`src/rtl/cpu_pipe_pkg.sv`:
```
// Shared pipeline constants and the inter-stage register mode encoding.
// Width constants describe the default layout of the multi-cycle carry channel.
package cpu_pipe_pkg;

  localparam logic Stop    = 1'b1;
  localparam logic NoStop  = 1'b0;

  localparam logic [31:0] ZeroWord   = 32'h0000_0000;
  localparam logic [4:0]  NOPRegAddr = 5'b00000;

  localparam logic WriteEnable  = 1'b1;
  localparam logic WriteDisable = 1'b0;

  // Carry layout: {hilo_tmp[63:0], mcyc_cnt[1:0]}
  localparam int HILO_TMP_W = 64;
  localparam int MCYC_CNT_W = 2;

  typedef enum logic [1:0] {
    MODE_FLUSH,
    MODE_BUBBLE,
    MODE_ADVANCE,
    MODE_HOLD
  } mode_e;

endpackage

```
`src/rtl/sat_counter.sv`:
```
// Saturating up-counter with synchronous clear; rst and clr both beat an increment.
module sat_counter #(
  parameter int W = 16
) (
  input  logic         clk,
  input  logic         rst,
  input  logic         clr,
  input  logic         inc,
  output logic [W-1:0] q
);

  always_ff @(posedge clk) begin
    if (rst) begin
      q <= '0;
    end else if (clr) begin
      q <= '0;
    end else if (inc && (q != {W{1'b1}})) begin
      q <= q + W'(1);
    end
  end

endmodule

```
`src/rtl/pipe_stage_reg.sv`:
```
// Inter-stage pipeline register: 1-cycle payload latency, flush/bubble/hold from the stall vector,
// loop-back carry state kept only while stalled, saturating stall/bubble profiling counters.
module pipe_stage_reg
  import cpu_pipe_pkg::*;
#(
  parameter int DATA_W  = 32,
  parameter int CTRL_W  = 8,
  parameter int CARRY_W = HILO_TMP_W + MCYC_CNT_W,
  parameter int STALL_W = 6,
  parameter int STAGE   = 3,
  parameter int CNT_W   = 16
) (
  input  logic               clk,
  input  logic               rst,
  input  logic [STALL_W-1:0] stall,
  input  logic               flush,
  input  logic               perf_clr,
  input  logic               in_valid,
  input  logic [CTRL_W-1:0]  in_ctrl,
  input  logic [DATA_W-1:0]  in_data,
  input  logic [CARRY_W-1:0] carry_i,
  output logic               out_valid,
  output logic [CTRL_W-1:0]  out_ctrl,
  output logic [DATA_W-1:0]  out_data,
  output logic [CARRY_W-1:0] carry_o,
  output logic [CNT_W-1:0]   stall_cnt,
  output logic [CNT_W-1:0]   bubble_cnt
);

  if (STAGE >= STALL_W) begin : g_bad_stage
    $error("pipe_stage_reg: STAGE (%0d) must be below STALL_W (%0d)", STAGE, STALL_W);
  end

  logic  up_stop;
  logic  dn_stop;
  mode_e mode;

  assign up_stop = stall[STAGE];

  // The last stage has nothing downstream that can stop it.
  if (STAGE == STALL_W - 1) begin : g_last_stage
    assign dn_stop = NoStop;
  end else begin : g_mid_stage
    assign dn_stop = stall[STAGE+1];
  end

  always_comb begin
    mode = MODE_HOLD;
    if (flush) begin
      mode = MODE_FLUSH;
    end else if (up_stop == NoStop) begin
      mode = MODE_ADVANCE;
    end else if (dn_stop == NoStop) begin
      mode = MODE_BUBBLE;
    end
  end

  always_ff @(posedge clk) begin
    if (rst) begin
      out_valid <= 1'b0;
      out_ctrl  <= '0;
      out_data  <= '0;
      carry_o   <= '0;
    end else begin
      unique case (mode)
        MODE_FLUSH: begin
          out_valid <= 1'b0;
          out_ctrl  <= '0;
          out_data  <= '0;
          carry_o   <= '0;
        end
        MODE_BUBBLE: begin
          out_valid <= 1'b0;
          out_ctrl  <= '0;
          out_data  <= '0;
          carry_o   <= carry_i;
        end
        MODE_ADVANCE: begin
          out_valid <= in_valid;
          out_ctrl  <= in_ctrl;
          out_data  <= in_data;
          carry_o   <= '0;
        end
        default: begin
          carry_o <= carry_i;
        end
      endcase
    end
  end

  sat_counter #(.W(CNT_W)) u_stall_cnt (
    .clk (clk),
    .rst (rst),
    .clr (perf_clr),
    .inc (up_stop & ~flush),
    .q   (stall_cnt)
  );

  sat_counter #(.W(CNT_W)) u_bubble_cnt (
    .clk (clk),
    .rst (rst),
    .clr (perf_clr),
    .inc (mode == MODE_BUBBLE),
    .q   (bubble_cnt)
  );

endmodule

```
`config.mk`:
```
export PLATFORM = sky130hd
export DESIGN_NAME = pipe_stage_reg
export DESIGN_NICKNAME = d
export VERILOG_FILES = /design/src/rtl/cpu_pipe_pkg.sv /design/src/rtl/sat_counter.sv /design/src/rtl/pipe_stage_reg.sv
export SDC_FILE = /design/constraint.sdc
export NUM_CORES = 1
export LEC_CHECK = 0
export ABC_AREA = 1
export ABC_CLOCK_PERIOD_IN_PS = 2600
export CAP_MARGIN = 20
export CORE_MARGIN = 3
export CORE_UTILIZATION = 25
export DETAILED_ROUTE_END_ITERATION = 6
export PLACE_DENSITY = 0.59
export SKIP_CTS_REPAIR_TIMING = 1
export SLEW_MARGIN = 20
export SYNTH_ARGS = -nofsm -noshare
export SYNTH_HDL_FRONTEND = slang
export SYNTH_HIERARCHICAL = 1
export SYNTH_SLANG_ARGS = --single-unit
```
`constraint.sdc`:
```
create_clock -name clk -period 2.6 [get_ports clk]
set_input_delay 0.78 -clock clk [delete_from_list [all_inputs] [get_ports clk]]
set_output_delay 0.78 -clock clk [all_outputs]
set_load 0.01 [all_outputs]
```
* After elaboration in Yosys (flattened, before gate mapping)
Cells that the tools add are included.
** Storage, ports and cells
- Bits of input ports :: 117
- Output and inout bits :: 139
- Register bits after elaboration :: 139
** Operators by class
- Bitwise gates (word level) :: 2
- Reduce and logical (&&, ||, !) cells :: 7
- Add/subtract/negate cells :: 2
- Mux-type cells :: 6
- Eq/ne operators :: 4
** Operators by type and width (number)
- 32-bit one-hot mux with 2 select lines :: 1
- 16-bit by 1-bit adder with 16-bit output (second input constant) :: 2
- 16-bit != test (second input constant) :: 2
- 8-bit one-hot mux with 2 select lines :: 1
- 2-bit 2-to-1 mux :: 3
- 2-bit OR reduction :: 2
- 3-bit OR reduction :: 1
- 2-bit by 1-bit == test with 1-bit output (second input constant) :: 1
- 2-bit == test (second input constant) :: 1
- 1-bit logical AND :: 2
- 2-bit logical NOT :: 1
- 1-bit one-hot mux with 2 select lines :: 1
- 2-bit nonzero test :: 1
- 1-bit AND :: 1
- 1-bit NOT :: 1

* Depth between registers and ports, before layout
Gate-level depths: netlist (run 1).
- Depth in word-level cells :: 6
- Depth in mapped cells :: 10

* Hierarchy
Netlist (run 1), hierarchy kept.
** Modules (own cells, without submodules)
- pipe_stage_reg :: seq. area each 2142.1 µm², times used 1, cells an instance 399, area each 3562.2 µm²
- sat_counter :: seq. area each 320.3 µm², times used 2, cells an instance 156, area each 1004.7 µm²

* Least setup slack after synthesis (run 1)
Ideal clock, no wire load.
- Kind :: input-to-reg
- Start point :: input port stall[4]
- End point :: register u_bubble_cnt.q[14]
- Library setup time :: 0.115 ns
- Stages :: 10
- Buffers on the path :: 2
- Arrival :: 2.112 ns
- Slack :: 0.373 ns
- Path through :: clkbuf_1 -> buf_2 -> nor3_1 -> inv_2 -> nor2_1 -> nand2_1 -> nor2_1 -> nand3_1 -> nand2_1 -> nor2_1
** On the way
- Word-level cells in the longest chain between the ends :: 5
** RTL lines
- start, declared :: RTL line pipe_stage_reg.sv:15 : input logic [STALL_W-1:0] stall,
- 2-bit 2-to-1 mux :: RTL line pipe_stage_reg.sv:53 : end else if (dn_stop == NoStop) begin
- 2-bit 2-to-1 mux :: RTL line pipe_stage_reg.sv:51 : end else if (up_stop == NoStop) begin
- 2-bit 2-to-1 mux :: RTL line pipe_stage_reg.sv:49 : if (flush) begin
- 2-bit by 1-bit == test with 1-bit output :: RTL line pipe_stage_reg.sv:103 : .inc (mode == MODE_BUBBLE),
- 1-bit logical AND :: RTL line sat_counter.sv:17 : end else if (inc && (q != {W{1'b1}})) begin
- end signal, assigned :: RTL line sat_counter.sv:18 : q <= q + W'(1);
- end, declared :: RTL line sat_counter.sv:9 : output logic [W-1:0] q
Every way passes these cells.
A chain may end at the register's enable or synchronous reset.

* Worst setup path after layout (run 1)
- Start point :: register u_stall_cnt.q[12]
- End point :: output port stall_cnt[12]
** RTL lines
- start, declared :: RTL line sat_counter.sv:9
- start signal, assigned :: RTL line sat_counter.sv:18
- end, declared :: RTL line pipe_stage_reg.sv:26 : output logic [CNT_W-1:0] stall_cnt,
No word-level cell between the ends.

==> results of run 1 <==
## final timing paths
check	to	depth (start not counted)
hold / removal	out_data[12]$_SDFFE_PP0P_	2
setup reg to reg	u_bubble_cnt/q[14]$_SDFFE_PP0P_	8
setup / recovery	stall_cnt[12]	1
hold reg to reg	out_data[12]$_SDFFE_PP0P_	2
## through the flow
step / std cells / power, mW / worst slack [ns] / instance area [um^2]
6_report: 1251 / 5.13 / 0.391 / 8940
2_1_floorplan: 711 / 2.42 / 0.373 / 5570
5_1_grt: 1251 / 5.37 / 0.316 / 8940
4_1_cts: 1251 / 5.23 / 0.350 / 8940
3_3_place_gp: 1219 / 2.73 / 0.108 / 8350
3_5_place_dp: 1219 / 2.73 / 0.145 / 8350
## state kept, by name (all words and copies together), names as in the netlist
signal / cells
carry_o: 66
out_ctrl: 8
out_data: 32
out_valid: 1
u_bubble_cnt/q: 16
u_stall_cnt/q: 16
## power by group through the flow
stage / clock, mW / combinational, mW / sequential (mW)
2_1_floorplan: 0 / 0.151 / 2.27
3_3_place_gp: 0 / 0.487 / 2.24
3_5_place_dp: 0 / 0.485 / 2.24
4_1_cts: 2.55 / 0.488 / 2.19
5_1_grt: 2.64 / 0.524 / 2.20
6_report: 2.45 / 0.480 / 2.19
## kinds of logic after synthesis
group,after synthesis,share of synthesized area [%]
adder cells (fa/ha/maj),2,0.449
flip-flops,139,49.9
buffers and inverters,135,10.7
AND/OR/NAND/NOR,376,33.6
AO/OA/AOI/OAI,59,5.30
## synthesized netlist by cell type (9+ instances only)
cell | number | area, um^2
nor2_4 | 9 | 101
nor2_1 | 102 | 383
nand2_1 | 128 | 480
a21oi_1 | 55 | 275
nor2_2 | 51 | 319
clkbuf_1 | 9 | 33.8
dfxtp_1 | 139 | 2780
nand4_1 | 43 | 269
nand3_1 | 26 | 130
inv_1 | 98 | 368
buf_6 | 9 | 101
buf_2 | 14 | 70.1
## metal layers
| layer | vias up | share of wire, % | routed length [um] |
|---|---|---|---|
| li1 | 2716 | - | - |
| met1 | 2342 | 41 | 6890 |
| met2 | 204 | 46 | 7690 |
| met3 | 12 | 12 | 2070 |
| met4 | 0 | 1.0 | 174 |
| met5 | - | 0 | 0 |
## layout make-up
class	count	area share, %
sequential	139	31.1
timing repair buffer	267	29.6
multi-input combinational	437	24.6
clock buffer	18	4.91
inverter	101	4.24
tap	275	3.85
clock inverter	14	1.67
==> results.json, run 1 <==
{
  "status": "completed",
  "cp-end-kind": "primary output",
  "ys_seq_area_share_pct": 49.9,
  "syn_to_final_growth_pct": 60.5,
  "synth_edf_count": 0,
  "cts_tree": "built",
  "vias": 5274,
  "grt_pass1_vias": 4994,
  "use_met2_pct": 21.7,
  "antenna_found_initial": 0,
  "final_nets": 1082,
  "track_usage_pct": 13.8,
  "slew_viol_final": 0,
  "setup_viol": 0,
  "multi_input_area_um2": 2200,
  "drive_gt1_share_pct": 12.9,
  "syn_avg_cell_area_um2": 7.84,
  "antenna_cells": 0,
  "skew_ns": 0.00589,
  "vias_per_cell": 4.22,
  "worst_ep_required_time_ns": 1.82,
  "path_cells": "clkdlybuf4s50_1",
  "post_drt_wl_per_cell_um": 13.5,
  "critical_path.top_delay_family": "buffers and inverters",
  "slew_headroom_pct": 67.5,
  "tns_ns": 0,
  "hp-class": "register to register",
  "initial_core_util_pct": 25.9,
  "routed_wirelength_mm": 16.8,
  "p_leak_nw": 3.59,
  "min_from": "out_data[12]$_SDFFE_PP0P_",
  "clock_latency_ns": 0.41,
  "cts_max_level": 4,
  "worstPathBufferInverterCount": 1,
  "yosysWarnings": 6,
  "worstMarginPinSlew_ns": 0.488,
  "ir_drop_uv": 378,
  "final_cell_mix": "251 x clkdlybuf4s50_1, 139 x dfxtp_1, 127 x nand2_1, 102 x nor2_1, 98 x inv_1",
  "port-buffer-count": 251,
  "clk_pin_slew_ns": 0.07,
  "netlist_instances": 711,
  "p_int_mw": 3.84,
  "cts_sinks": 139,
  "r2r_start": "u_bubble_cnt/q[0]$_SDFFE_PP0P_",
  "grt_overflow": 0,
  "root_buffer": "clkbuf_16",
  "crit_type": "register to primary output",
  "cp.arrival_ns": 1.43,
  "core_um2": 21500,
  "grt_setup_unrepaired": "no",
  "top_usage_layer": "met2",
  "cap_viol_max_count": 0,
  "fill_cells": 2197,
  "fin_crit_ns": 2.21,
  "dieArea_um2": 24100,
  "p_clk_share_pct": 47.8,
  "syn_area_um2": 5570,
  "switching_share_pct": 25.2,
  "max_freq_mhz": 453,
  "seqPwrFrac_pct": 42.8,
  "utilization_pct": 41.6,
  "crit_path_max_fanout": 6,
  "timing.hold.ws_ns": 0.484,
  "rrSetupSlack_ns": 1.04,
  "grt_pass1_wl_mm": 26.4,
  "drc_errors": 0,
  "async_flop_share_pct": 0,
  "worstSetupStartpointType": "register",
  "routabilityCongestion": 0.794,
  "seq_area_um2": 2780,
  "rows": 53,
  "timing.final.hold_violations": 0,
  "synth_seq_cells": 139,
  "use_met1_pct": 16.2,
  "drtIter0Drc": 254,
  "layout_commonest_cell": "clkdlybuf4s50_1",
  "fin_crit_sh_pct": 85.0,
  "p_comb_share_pct": 9.4,
  "crit_slowest_cell": "clkdlybuf4s50_1",
  "hpwlAfterDp_mm": 12.1,
  "power_switching_mw": 1.29,
  "drt-pass1-iter-count": 4,
  "cp_slowest_stage_delay_ns": 0.58,
  "critPathLaunch": "u_stall_cnt/q[12]$_SDFFE_PP0P_",
  "die_w_um": 155,
  "synth_cell_type_count": 25,
  "clockBufferDepth": 2,
  "die_y_um": 155,
  "grt_max_degree": 67,
  "synth_nets": 830,
  "use_met3_pct": 7.79,
  "synthFlopType": "dfxtp_1",
  "cts_made_buffers": 17,
  "drtAntennaViolNets": 0,
  "power.density_nw_per_um2": 574,
  "ios": 256
}
(Power assumes the default switching activity.)
==> inputs of run 2 (changes only) <==
--- a/config.mk
+++ b/config.mk
@@ -6,12 +6,12 @@
 export NUM_CORES = 1
 export LEC_CHECK = 0
 export ABC_AREA = 1
-export ABC_CLOCK_PERIOD_IN_PS = 2600
+export ABC_CLOCK_PERIOD_IN_PS = 1900
 export CAP_MARGIN = 20
 export CORE_MARGIN = 3
 export CORE_UTILIZATION = 25
 export DETAILED_ROUTE_END_ITERATION = 6
-export PLACE_DENSITY = 0.59
+export PLACE_DENSITY = 0.61
 export SKIP_CTS_REPAIR_TIMING = 1
 export SLEW_MARGIN = 20
 export SYNTH_ARGS = -nofsm -noshare
==> constraint.sdc (replaced) <==
create_clock -name clk -period 1.9 [get_ports clk]
set_input_delay 0.57 -clock clk [delete_from_list [all_inputs] [get_ports clk]]
set_output_delay 0.57 -clock clk [all_outputs]
set_load 0.01 [all_outputs]
==> results.json, run 2 (synthesis gave the netlist of run 1 again) <==
{
  "fin_crit_sh_pct": 97.2,
  "grt_max_degree": 43,
  "syn_to_final_growth_pct": 67.3,
  "grt_pass1_vias": 5123,
  "port-buffer-count": 251,
  "timing.final.hold_violations": 0,
  "cap_viol_max_count": 0,
  "cts_tree": "built",
  "drc_errors": 0,
  "switching_share_pct": 24.9,
  "skew_ns": 0.00754,
  "largest_reg_flops": 66,
  "crit_path_max_fanout": 2,
  "final_cell_mix": "156 x clkdlybuf4s50_1, 127 x nand2_1, 122 x dfxtp_1, 102 x nor2_1, 98 x inv_1",
  "p_total_mw": 7.00,
  "worstMarginPinSlew_ns": 0.471,
  "timing.hold.ws_ns": 0.476,
  "grt_setup_unrepaired": "no",
  "use_met2_pct": 21.1,
  "seq_area_um2": 2800,
  "clockBufferDepth": 2,
  "grt_overflow": 0,
  "final_nets": 1094,
  "p_leak_nw": 5.36,
  "drtAntennaViolNets": 0,
  "post_drt_wl_per_cell_um": 13.4,
  "max_freq_mhz": 541,
  "crit_type": "register to primary output",
  "ir_drop_uv": 509,
  "drtIter0Drc": 204,
  "routed_wirelength_mm": 17.0,
  "clk_pin_slew_ns": 0.07,
  "vias_per_cell": 4.28,
  "p_int_mw": 5.26,
  "utilization_pct": 43.4,
  "rows": 53,
  "cts_made_buffers": 17,
  "instances_no_fill": 1263,
  "cp-end-kind": "primary output",
  "fin_crit_ns": 1.85,
  "drive_gt1_share_pct": 15.9,
  "track_usage_pct": 13.8,
  "use_met3_pct": 7.34,
  "worst_ep_required_time_ns": 1.33,
  "power.density_nw_per_um2": 751,
  "die_y_um": 155,
  "layout_commonest_cell": "clkdlybuf4s50_1",
  "dp.cells": 1231,
  "clock_latency_ns": 0.41,
  "ios": 256,
  "routabilityCongestion": 0.794,
  "regMostFlops": "carry_o",
  "setup_viol": 0,
  "die_w_um": 155,
  "initial_core_util_pct": 25.9,
  "fill_cells": 2148,
  "crit_slowest_cell": "clkdlybuf4s50_1",
  "multi_input_area_um2": 2210,
  "cp.arrival_ns": 1.28,
  "cp_slowest_stage_delay_ns": 0.53,
  "root_buffer": "clkbuf_16",
  "reg_top3": "carry_o x66, out_data x32",
  "p_comb_share_pct": 9.4,
  "path_cells": "clkdlybuf4s50_1",
  "hpwlAfterDp_mm": 12.5,
  "core_um2": 21500,
  "grt_pass1_wl_mm": 26.8,
  "critical_path.top_delay_family": "buffers and inverters",
  "worstSetupStartpointType": "register",
  "slew_viol_final": 0,
  "cts_sinks": 139,
  "drt-pass1-iter-count": 4,
  "hp-class": "register to register",
  "cts_max_level": 4,
  "top_usage_layer": "met2",
  "use_met1_pct": 17.0,
  "p_clk_share_pct": 47.7,
  "status": "completed",
  "vias": 5400,
  "power_switching_mw": 1.74,
  "fin_area_um2": 9320,
  "antenna_cells": 0,
  "dieArea_um2": 24100,
  "slew_headroom_pct": 68.6,
  "dpl_cell_area_um2": 8470,
  "seqPwrFrac_pct": 42.9,
  "antenna_found_initial": 1,
  "worstPathBufferInverterCount": 1
}
## run 2: layer usage
| layer | up-vias | part of all wire, % | wire length [um] |
|---|---|---|---|
| met5 | - | 0.077 | 13 |
| met4 | 2 | 1.6 | 270 |
| met3 | 20 | 11 | 1930 |
| met2 | 198 | 44 | 7530 |
| met1 | 2440 | 43 | 7220 |
| li1 | 2740 | - | - |
## run 2: final timing paths
path | to | slack [ns] | cells past startpoint | start
setup reg to reg | u_stall_cnt/q[14]$_SDFFE_PP0P_ | 0.40 | 8 | u_stall_cnt/q[1]$_SDFFE_PP0P_
hold reg to reg | out_data[27]$_SDFFE_PP0P_ | 0.48 | 2 | out_data[27]$_SDFFE_PP0P_
hold / removal | out_data[27]$_SDFFE_PP0P_ | 0.48 | 2 | out_data[27]$_SDFFE_PP0P_
setup / recovery | out_data[14] | 0.05 | 1 | out_data[14]$_SDFFE_PP0P_
## run 2: power by group through the flow
stage	Clock (mW)	Combinational [mW]	Sequential, mW
6_report	3.34	0.661	3.00
5_1_grt	3.62	0.720	3.01
4_1_cts	3.47	0.678	3.00
3_5_place_dp	0	0.674	3.07
3_3_place_gp	0	0.676	3.07
2_1_floorplan	0	0.207	3.10
## run 2: area by class of cell
| type | instances | area share [%] |
|---|---|---|
| flip-flops and latches | 139 | 30.1 |
| repair buffers | 279 | 32.1 |
| clock buffers | 18 | 4.71 |
| multi-input cells | 437 | 23.7 |
| clock inverters | 14 | 1.65 |
| inverters | 101 | 4.07 |
| well taps | 275 | 3.69 |
## run 2: metrics by stage
stage	setup WS, ns	TNS, ns
finish	0.0531	0
global route	0.000197	0
CTS	-0.138	-2.77
detailed placement	-0.342	-15.28
global placement	-0.325	-14.94
floorplan	0.0222	0
==> inputs of run 3 (changes only) <==
--- a/config.mk
+++ b/config.mk
@@ -8,10 +8,13 @@
 export ABC_AREA = 1
 export ABC_CLOCK_PERIOD_IN_PS = 1900
 export CAP_MARGIN = 20
+export CELL_PAD_IN_SITES_DETAIL_PLACEMENT = 0
+export CELL_PAD_IN_SITES_GLOBAL_PLACEMENT = 1
 export CORE_MARGIN = 3
 export CORE_UTILIZATION = 25
 export DETAILED_ROUTE_END_ITERATION = 6
-export PLACE_DENSITY = 0.61
+export MAX_ROUTING_LAYER = met4
+export PLACE_DENSITY = 0.8
 export SKIP_CTS_REPAIR_TIMING = 1
 export SLEW_MARGIN = 20
 export SYNTH_ARGS = -nofsm -noshare
==> results.json, run 3 (synthesis gave the netlist of run 1 again) <==
{
  "layout_commonest_cell": "clkdlybuf4s50_1",
  "syn_to_final_growth_pct": 67.8,
  "skew_ns": 0.00859,
  "cap_viol_max_count": 0,
  "clock_latency_ns": 0.41,
  "rows": 53,
  "drtIter0Drc": 256,
  "seqPwrFrac_pct": 42.0,
  "core_um2": 21500,
  "switching_share_pct": 26.1,
  "drive_gt1_share_pct": 15.5,
  "worstSetupStartpointType": "register",
  "clk_pin_slew_ns": 0.07,
  "timing.final.hold_violations": 0,
  "setup_viol": 0,
  "tns_ns": 0,
  "fin_crit_sh_pct": 97.8,
  "p_total_mw": 7.14,
  "reg_top3": "carry_o x66, out_data x32",
  "die_w_um": 155,
  "grt_overflow": 0,
  "p_comb_share_pct": 9.4,
  "slew_viol_final": 0,
  "antenna_found_initial": 0,
  "power.density_nw_per_um2": 764,
  "fill_cells": 2187,
  "cts_sinks": 139,
  "hpwlAfterDp_mm": 12.8,
  "crit_path_max_fanout": 2,
  "routed_wirelength_mm": 17.4,
  "max_freq_mhz": 538,
  "worst_ep_required_time_ns": 1.33,
  "power_switching_mw": 1.86,
  "fin_crit_ns": 1.86,
  "p_clk_share_pct": 48.5,
  "timing.hold.ws_ns": 0.480,
  "cts_tree": "built",
  "p_leak_nw": 5.35,
  "final_nets": 1087,
  "antenna_cells": 0,
  "worstPathBufferInverterCount": 1,
  "utilization_pct": 43.5,
  "routabilityCongestion": 0.806,
  "p_int_mw": 5.27,
  "dieArea_um2": 24100,
  "dpl_cell_area_um2": 8460,
  "final_cell_mix": "157 x clkdlybuf4s50_1, 127 x nand2_1, 121 x dfxtp_1, 100 x nor2_1, 98 x inv_1",
  "grt_pass1_wl_mm": 27.0,
  "hp-class": "register to register",
  "ir_drop_uv": 543,
  "vias_per_cell": 4.22,
  "post_drt_wl_per_cell_um": 13.9,
  "largest_reg_flops": 66,
  "grt_max_degree": 43,
  "grt_pass1_vias": 5188,
  "ios": 256,
  "clockBufferDepth": 2,
  "drt-pass1-iter-count": 4,
  "regMostFlops": "carry_o",
  "worstMarginPinSlew_ns": 0.497,
  "crit_type": "register to primary output",
  "crit_slowest_cell": "clkdlybuf4s50_1",
  "root_buffer": "clkbuf_16",
  "cts_made_buffers": 17,
  "port-buffer-count": 251,
  "critical_path.top_delay_family": "buffers and inverters",
  "path_cells": "clkdlybuf4s50_1",
  "die_y_um": 155,
  "vias": 5302,
  "multi_input_area_um2": 2220,
  "initial_core_util_pct": 25.9,
  "fin_area_um2": 9350,
  "drtAntennaViolNets": 0,
  "cp_slowest_stage_delay_ns": 0.54,
  "status": "completed",
  "slew_headroom_pct": 66.9,
  "track_usage_pct": 14.5,
  "cts_max_level": 4,
  "drc_errors": 0,
  "cp-end-kind": "primary output",
  "cp.arrival_ns": 1.29,
  "seq_area_um2": 2810
}
[run 3: changes by cell type in the layout (fill, tap and decap cells not counted), moves of 2 or more]
cell | before | now
buf_4 | 25 | 15
nor2_1 | 102 | 100
clkinv_8 | 1 | 3
clkinv_4 | 2 | 0
inv_8 | 3 | 6
buf_12 | 3 | 6
[run 3: worst paths after layout]
kind	slack (ns)	cells past startpoint	startpoint	endpoint
worst max-delay path	0.04	1	out_data[7]$_SDFFE_PP0P_	out_data[7]
worst min-delay path	0.48	2	out_data[4]$_SDFFE_PP0P_	out_data[4]$_SDFFE_PP0P_
worst max register to register	0.41	6	u_bubble_cnt/q[0]$_SDFFE_PP0P_	u_bubble_cnt/q[15]$_SDFFE_PP0P_
worst min register to register	0.48	2	out_data[4]$_SDFFE_PP0P_	out_data[4]$_SDFFE_PP0P_
[run 3: metrics by stage]
stage / std cells / setup WS, ns
2_1_floorplan: 711 / 0.0222
6_report: 1256 / 0.0426
3_3_place_gp: 1224 / -0.345
3_5_place_dp: 1224 / -0.365
4_1_cts: 1256 / -0.139
5_1_grt: 1256 / -0.00278
[run 3: metal layers]
| layer | share of wire, % | vias up | GRT usage, % |
|---|---|---|---|
| met5 | 0 | - | - |
| met3 | 9.1 | 14 | 6.31 |
| li1 | - | 2730 | - |
| met4 | 1.4 | 0 | 4.04 |
| met1 | 43 | 2379 | 17.2 |
| met2 | 46 | 179 | 22.5 |
[run 3: power groups by stage]
stage          Clock (mW)  Combinational, mW  Sequential (mW)
6_report             3.46              0.672             3.00
5_1_grt              3.71              0.730             3.01
4_1_cts              3.59              0.687             3.00
3_5_place_dp            0              0.684             3.07
3_3_place_gp            0              0.683             3.07
2_1_floorplan           0              0.207             3.10
[run 3: final cells by class]
cell class              instances  share of cell area (%)
flip-flops and latches        139                    30.0
clock inverters                15                    2.03
well taps                     275                    3.68
clock buffers                  17                    4.55
inverters                     101                    4.06
multi-input cells             437                    23.8
repair buffers                272                    31.9
==> variant 1, RTL diff (settings of run 1) <==
Set the parameter `CTRL_W` to 12 (it was 8).
--- a/src/rtl/pipe_stage_reg.sv
+++ b/src/rtl/pipe_stage_reg.sv
@@ -4,7 +4,7 @@
   import cpu_pipe_pkg::*;
 #(
   parameter int DATA_W  = 32,
-  parameter int CTRL_W  = 8,
+  parameter int CTRL_W  = 12,
   parameter int CARRY_W = HILO_TMP_W + MCYC_CNT_W,
   parameter int STALL_W = 6,
   parameter int STAGE   = 3,
Ports: changed (resized in_ctrl and out_ctrl); port bits go from 256 to 264. The function was not compared with the original's and may differ.
==> variant 1 against run 1 <==
Combinational power barely moved; power shrank 0.18%; critical path depth increased by 10; global-route usage increased by 0.17 points; count of clock-buffer cells in the layout unchanged; clock power decreased by 3%; sequential cell count is 4 higher; first-iteration DRC count down 3.5%; routed wire length up 1.1%; synthesized area up 0.56%; worst setup slack worse by 0.044 ns; cell area is 0.83% higher; critical path type is now input port to flop.
==> variant 1: results (changes against run 1) <==
- Worst path arrival time: 2.57 ns (+1.14 ns)
- Initial antenna violation count: 0 (unchanged)
- CTS tree: yes
- TritonRoute pass-1 iters: 4 (unchanged)
- Worst Hold Endpoint: out_data[1]
- Flop2flop setup slack: 1.09 ns (+0.05 ns)
- Synth unique cells: 26 (+4.0%)
- Vias per Instance: 4.32 (+2.6%)
- Inst Count DP: 1,242 (+1.9%)
- Post-Place Worst Slack: -0.0670 ns (-0.212 ns)
- Worst r2r dst: u_bubble_cnt/q[14]
- Final Instance Count excl. Fillers: 1,274 (+1.8%)
- Routability Congestion: 0.821 (+3.4%)
- Combinational share of power: 9.4% (about the same)
- Wire length per cell: 13.4 um (-0.76%)
- Number of global-route vias before repair: 5,261 (+5.3%)
- Top post-synthesis cells by area: dfxtp_1, nor2_1, nand2_1
- Largest fanout on the critical path: 5 (-1)
- Layout net count: 1,104 (+2.0%)
- Outcome: finished, final reports clean
- Drt initial violations: 245 (-3.5%)
- Largest net degree at the start of global routing: 67 (unchanged)
- Final instance area: 0.00901 mm^2 (+0.83%)
- P_leak: 3.64 nW (+1.4%)
- Placed Instance Area: 0.00844 mm^2 (+1.0%)
- P_clk: 0.00238 W (-3%)
- First-pass GRT wire length: 27.0 mm (+2.3%)
- CTS clk-pin slew, worst paths: 0.06 ns
- IO Port Bufs: 259 (+3.2%)
- Net Sw Power: 0.00130 W (+0.77%)
- Max IR drop VDD: 0.382 mV (+1.1%)
- Total GRT Usage: 13.9% (+0.17 points)
- Seq/Total Area, Yosys: 51.1% (+1.2 points)
- CP top delay family: buffers and inverters
- Post-Synth XOR/XNOR Area: 0% (unchanged)
- HPWL after DPL: 12.4 mm (+2.8%)
- Total of fill cells in the finished design: 2,229 (+1.5%)
- Area share of fa/ha/maj cells after synthesis: 0.447% (-0.0025 points)
- Rel. slew slack: 32.4% (-35 points)
- Mapped Nets: 850 (+2.4%)
- Worst skew pair latency: 0.42 ns
- Hold path startpoint: out_data[1]
- Synth top cells by count: dfxtp_1, nor2_1, nand2_1, inv_1, a21oi_1
- Layout cells sized above 1: 8.15% (-4.8 points)
- Worst R2R Path Depth: 8 (unchanged)
- Clock skew: 0.00869 ns (+0.00279 ns)
- Hold slack final: 0.479 ns (-0.00450 ns)
- Clock power frac: 46.5% (-1.3 points)
- Cts bufs inserted: 17 (unchanged)
- Synth Area in Compound Gates: 5.63% (+0.33 points)
- Cell count after synthesis: 727 (+2.3%)
## variant 1: worst max path at each step
stage,startpoint,endpoint,slack [ns],cells past startpoint
2_1_floorplan,stall[4],u_bubble_cnt/q[14],0.31,10
3_3_place_gp,stall[3],u_bubble_cnt/q[14],-0.09,11
3_5_place_dp,stall[3],u_bubble_cnt/q[14],-0.07,11
4_1_cts,u_stall_cnt/q[3],stall_cnt[3],0.30,1
5_1_grt,stall[3],u_bubble_cnt/q[14],0.13,11
6_report,stall[3],u_bubble_cnt/q[14],0.35,11
## variant 1: area by class of cell
class	instances	share of cell area, %
Inverter	101	4.21
Multi-Input combinational cell	449	23.9
Tap cell	280	3.89
Clock inverter	14	1.54
Clock buffer	18	4.87
Timing Repair Buffer	269	29.8
Sequential cell	143	31.8
## variant 1: routing by layer
layer / part of all wire [%] / GRT usage (%) / vias to the layer above
li1: - / - / 2785
met1: 41 / 15.9 / 2473
met2: 44 / 21.9 / 237
met3: 14 / 8.24 / 14
met4: 1.2 / 4.38 / 0
met5: 0 / 0 / -
==> variant 2, RTL diff (flow settings as in run 1) <==
Made on the original files. Make the reset (`rst`) asynchronous in 2 clocked blocks. Comments in the files are not updated.
--- a/src/rtl/sat_counter.sv
+++ b/src/rtl/sat_counter.sv
@@ -9,7 +9,7 @@
   output logic [W-1:0] q
 );
 
-  always_ff @(posedge clk) begin
+  always_ff @(posedge clk or posedge rst) begin
     if (rst) begin
       q <= '0;
     end else if (clr) begin
--- a/src/rtl/pipe_stage_reg.sv
+++ b/src/rtl/pipe_stage_reg.sv
@@ -55,7 +55,7 @@
     end
   end
 
-  always_ff @(posedge clk) begin
+  always_ff @(posedge clk or posedge rst) begin
     if (rst) begin
       out_valid <= 1'b0;
       out_ctrl  <= '0;
Behaviour: differs if rst is asserted again (counterexample within 4 cycles, from zero or initial values and one cycle with rst high); with rst held inactive, the same outputs for 10 cycles.
==> variant 2 against run 1 <==
Cell area increased by 6.2%; sequential share of layout area increased by 5.5 points; die area increased by 8.2%; clock power decreased by 5%; worst setup slack got worse by 0.045 ns; routed wire length increased by 12%; sequential power increased by 3%; core utilization decreased by 1.4 points; clock skew decreased by 0.0014 ns; sequential cell count unchanged; synthesized area increased by 8.5%; power increased by 1.3%; critical path type unchanged.
==> variant 2: results (changes against run 1) <==
- Async S/R FF share, synth: 100% (+100 points)
- Outcome: finished, final reports clean
- Largest registers: carry_o: 66 flops, out_data: 32 flops
- HPWL after DPL: 13.5 mm (+12%)
- Worst skew pair latency: 0.42 ns
- Top post-synthesis cells by area: dfrtp_1, nand2_1, nand4_1
- ANT cells: 0 (unchanged)
- Initial antenna violation count: 1 (+1)
- Mapped Nets: 830 (unchanged)
- Largest net degree at the start of global routing: 81 (+21%)
- Largest fanout on the critical path: 6 (unchanged)
- Drt initial violations: 351 (+38%)
- Max IR drop VDD: 0.350 mV (-7.2%)
- Layout cells sized above 1: 6.86% (-6.1 points)
- Total of fill cells in the finished design: 2,404 (+9.4%)
- Clock Path Buffers: 2 (unchanged)
- Seq/Total Area, Yosys: 57.5% (+7.6 points)
- Routed WL: 18.8 mm (+12%)
- Slowest CP cell: clkdlybuf4s50_1
- P_leak: 4.70 nW (+31%)
- Worst path arrival time: 1.47 ns (+0.04 ns)
- H-tree depth: 4 (unchanged)
- YS warnings: 6 (unchanged)
- First-pass GRT wire length: 29.9 mm (+13%)
- Yosys top cell by area: dfrtp_1
- Synth top cells by count: nand2_1, dfrtp_1, inv_1, nor2_1, nand4_1
- CTS clk-pin slew, worst paths: 0.06 ns
- Critical Path Max Stage Delay: 0.60 ns (+0.02 ns)
- Cts bufs inserted: 17 (unchanged)
- Number of global-route vias before repair: 5,321 (+6.5%)
- Vias per Instance: 4.23 (+0.41%)
- Clock skew: 0.00450 ns (-0.00140 ns)
- CTS root buffer: clkbuf_16
- Layout net count: 1,083 (+0.092%)
- Routability Congestion: 0.798 (+0.57%)
- Total GRT Usage: 14.6% (+0.84 points)
- IO Port Bufs: 251 (unchanged)
- Synth unique cells: 26 (+4.0%)
- Rel. slew slack: 55.8% (-12 points)
-- variant 2: per-layer routing --
layer  routed length, um  track usage (%)
met5                  13                0
met4                 232             4.61
met3                1380             4.80
met2                9280             24.1
met1                7900             18.2
-- variant 2: power by group --
group          internal (W)  leakage (nW)  switching, W  total [W]
logic              0.000322          2.55      0.000278   0.000600
registers           0.00223          1.88     0.0000301    0.00226
clock network       0.00126         0.269       0.00107    0.00233
total               0.00382          4.70       0.00138    0.00520
-- variant 2: metrics by stage --
stage | cells | hold WS [ns] | setup slack, ns | cell area, um^2 | total power, W
floorplan | 711 | 0.556 | 0.532 | 6050 | 0.00252
global placement | 1264 | 0.508 | 0.169 | 8940 | 0.00291
detailed placement | 1264 | 0.509 | 0.171 | 8940 | 0.00291
CTS | 1296 | 0.527 | 0.306 | 9490 | 0.00530
global route | 1296 | 0.547 | 0.256 | 9490 | 0.00546
finish | 1296 | 0.522 | 0.345 | 9490 | 0.00520
-- variant 2: cell families after synthesis --
family          Yosys count  share of synthesized area, %
flops                   139                          57.5
compound gates            6                         0.497
fa+ha+maj                 2                         0.414
buf+inv                 136                          9.05
xor+xnor                  8                          1.16
simple gates            420                          31.3
-- variant 2: worst reg2reg max path: cells and delay by family (launching register included) --
family / cells / cell delay, ns
adder cells (fa/ha/maj): 1 / 0.23
flip-flops: 1 / 0.42
AND/OR/NAND/NOR: 8 / 1.08
-- variant 2: cell type report --
cell class	instances	area (um^2)	share of cell area [%]
clock buffer	18	429	4.52
clock inverter	14	128	1.34
inverter	105	398	4.19
multi-input combinational	436	2020	21.3
sequential	139	3480	36.6
tap	319	399	4.20
timing repair buffer	265	2640	27.8
-- variant 2: path summary, 6_finish.rpt --
path / startpoint / endpoint / cells past startpoint / slack, ns
worst max-delay path: u_stall_cnt/q[10] / stall_cnt[10] / 1 / 0.35
worst min-delay path: out_data[29] / out_data[29] / 2 / 0.52
worst max register to register: u_bubble_cnt/q[1] / u_bubble_cnt/q[11] / 9 / 0.80
worst min register to register: out_data[29] / out_data[29] / 2 / 0.52
max in group asynchronous: rst / u_stall_cnt/q[8] / 2 / 1.32
min in group asynchronous: rst / carry_o[62] / 3 / 0.84
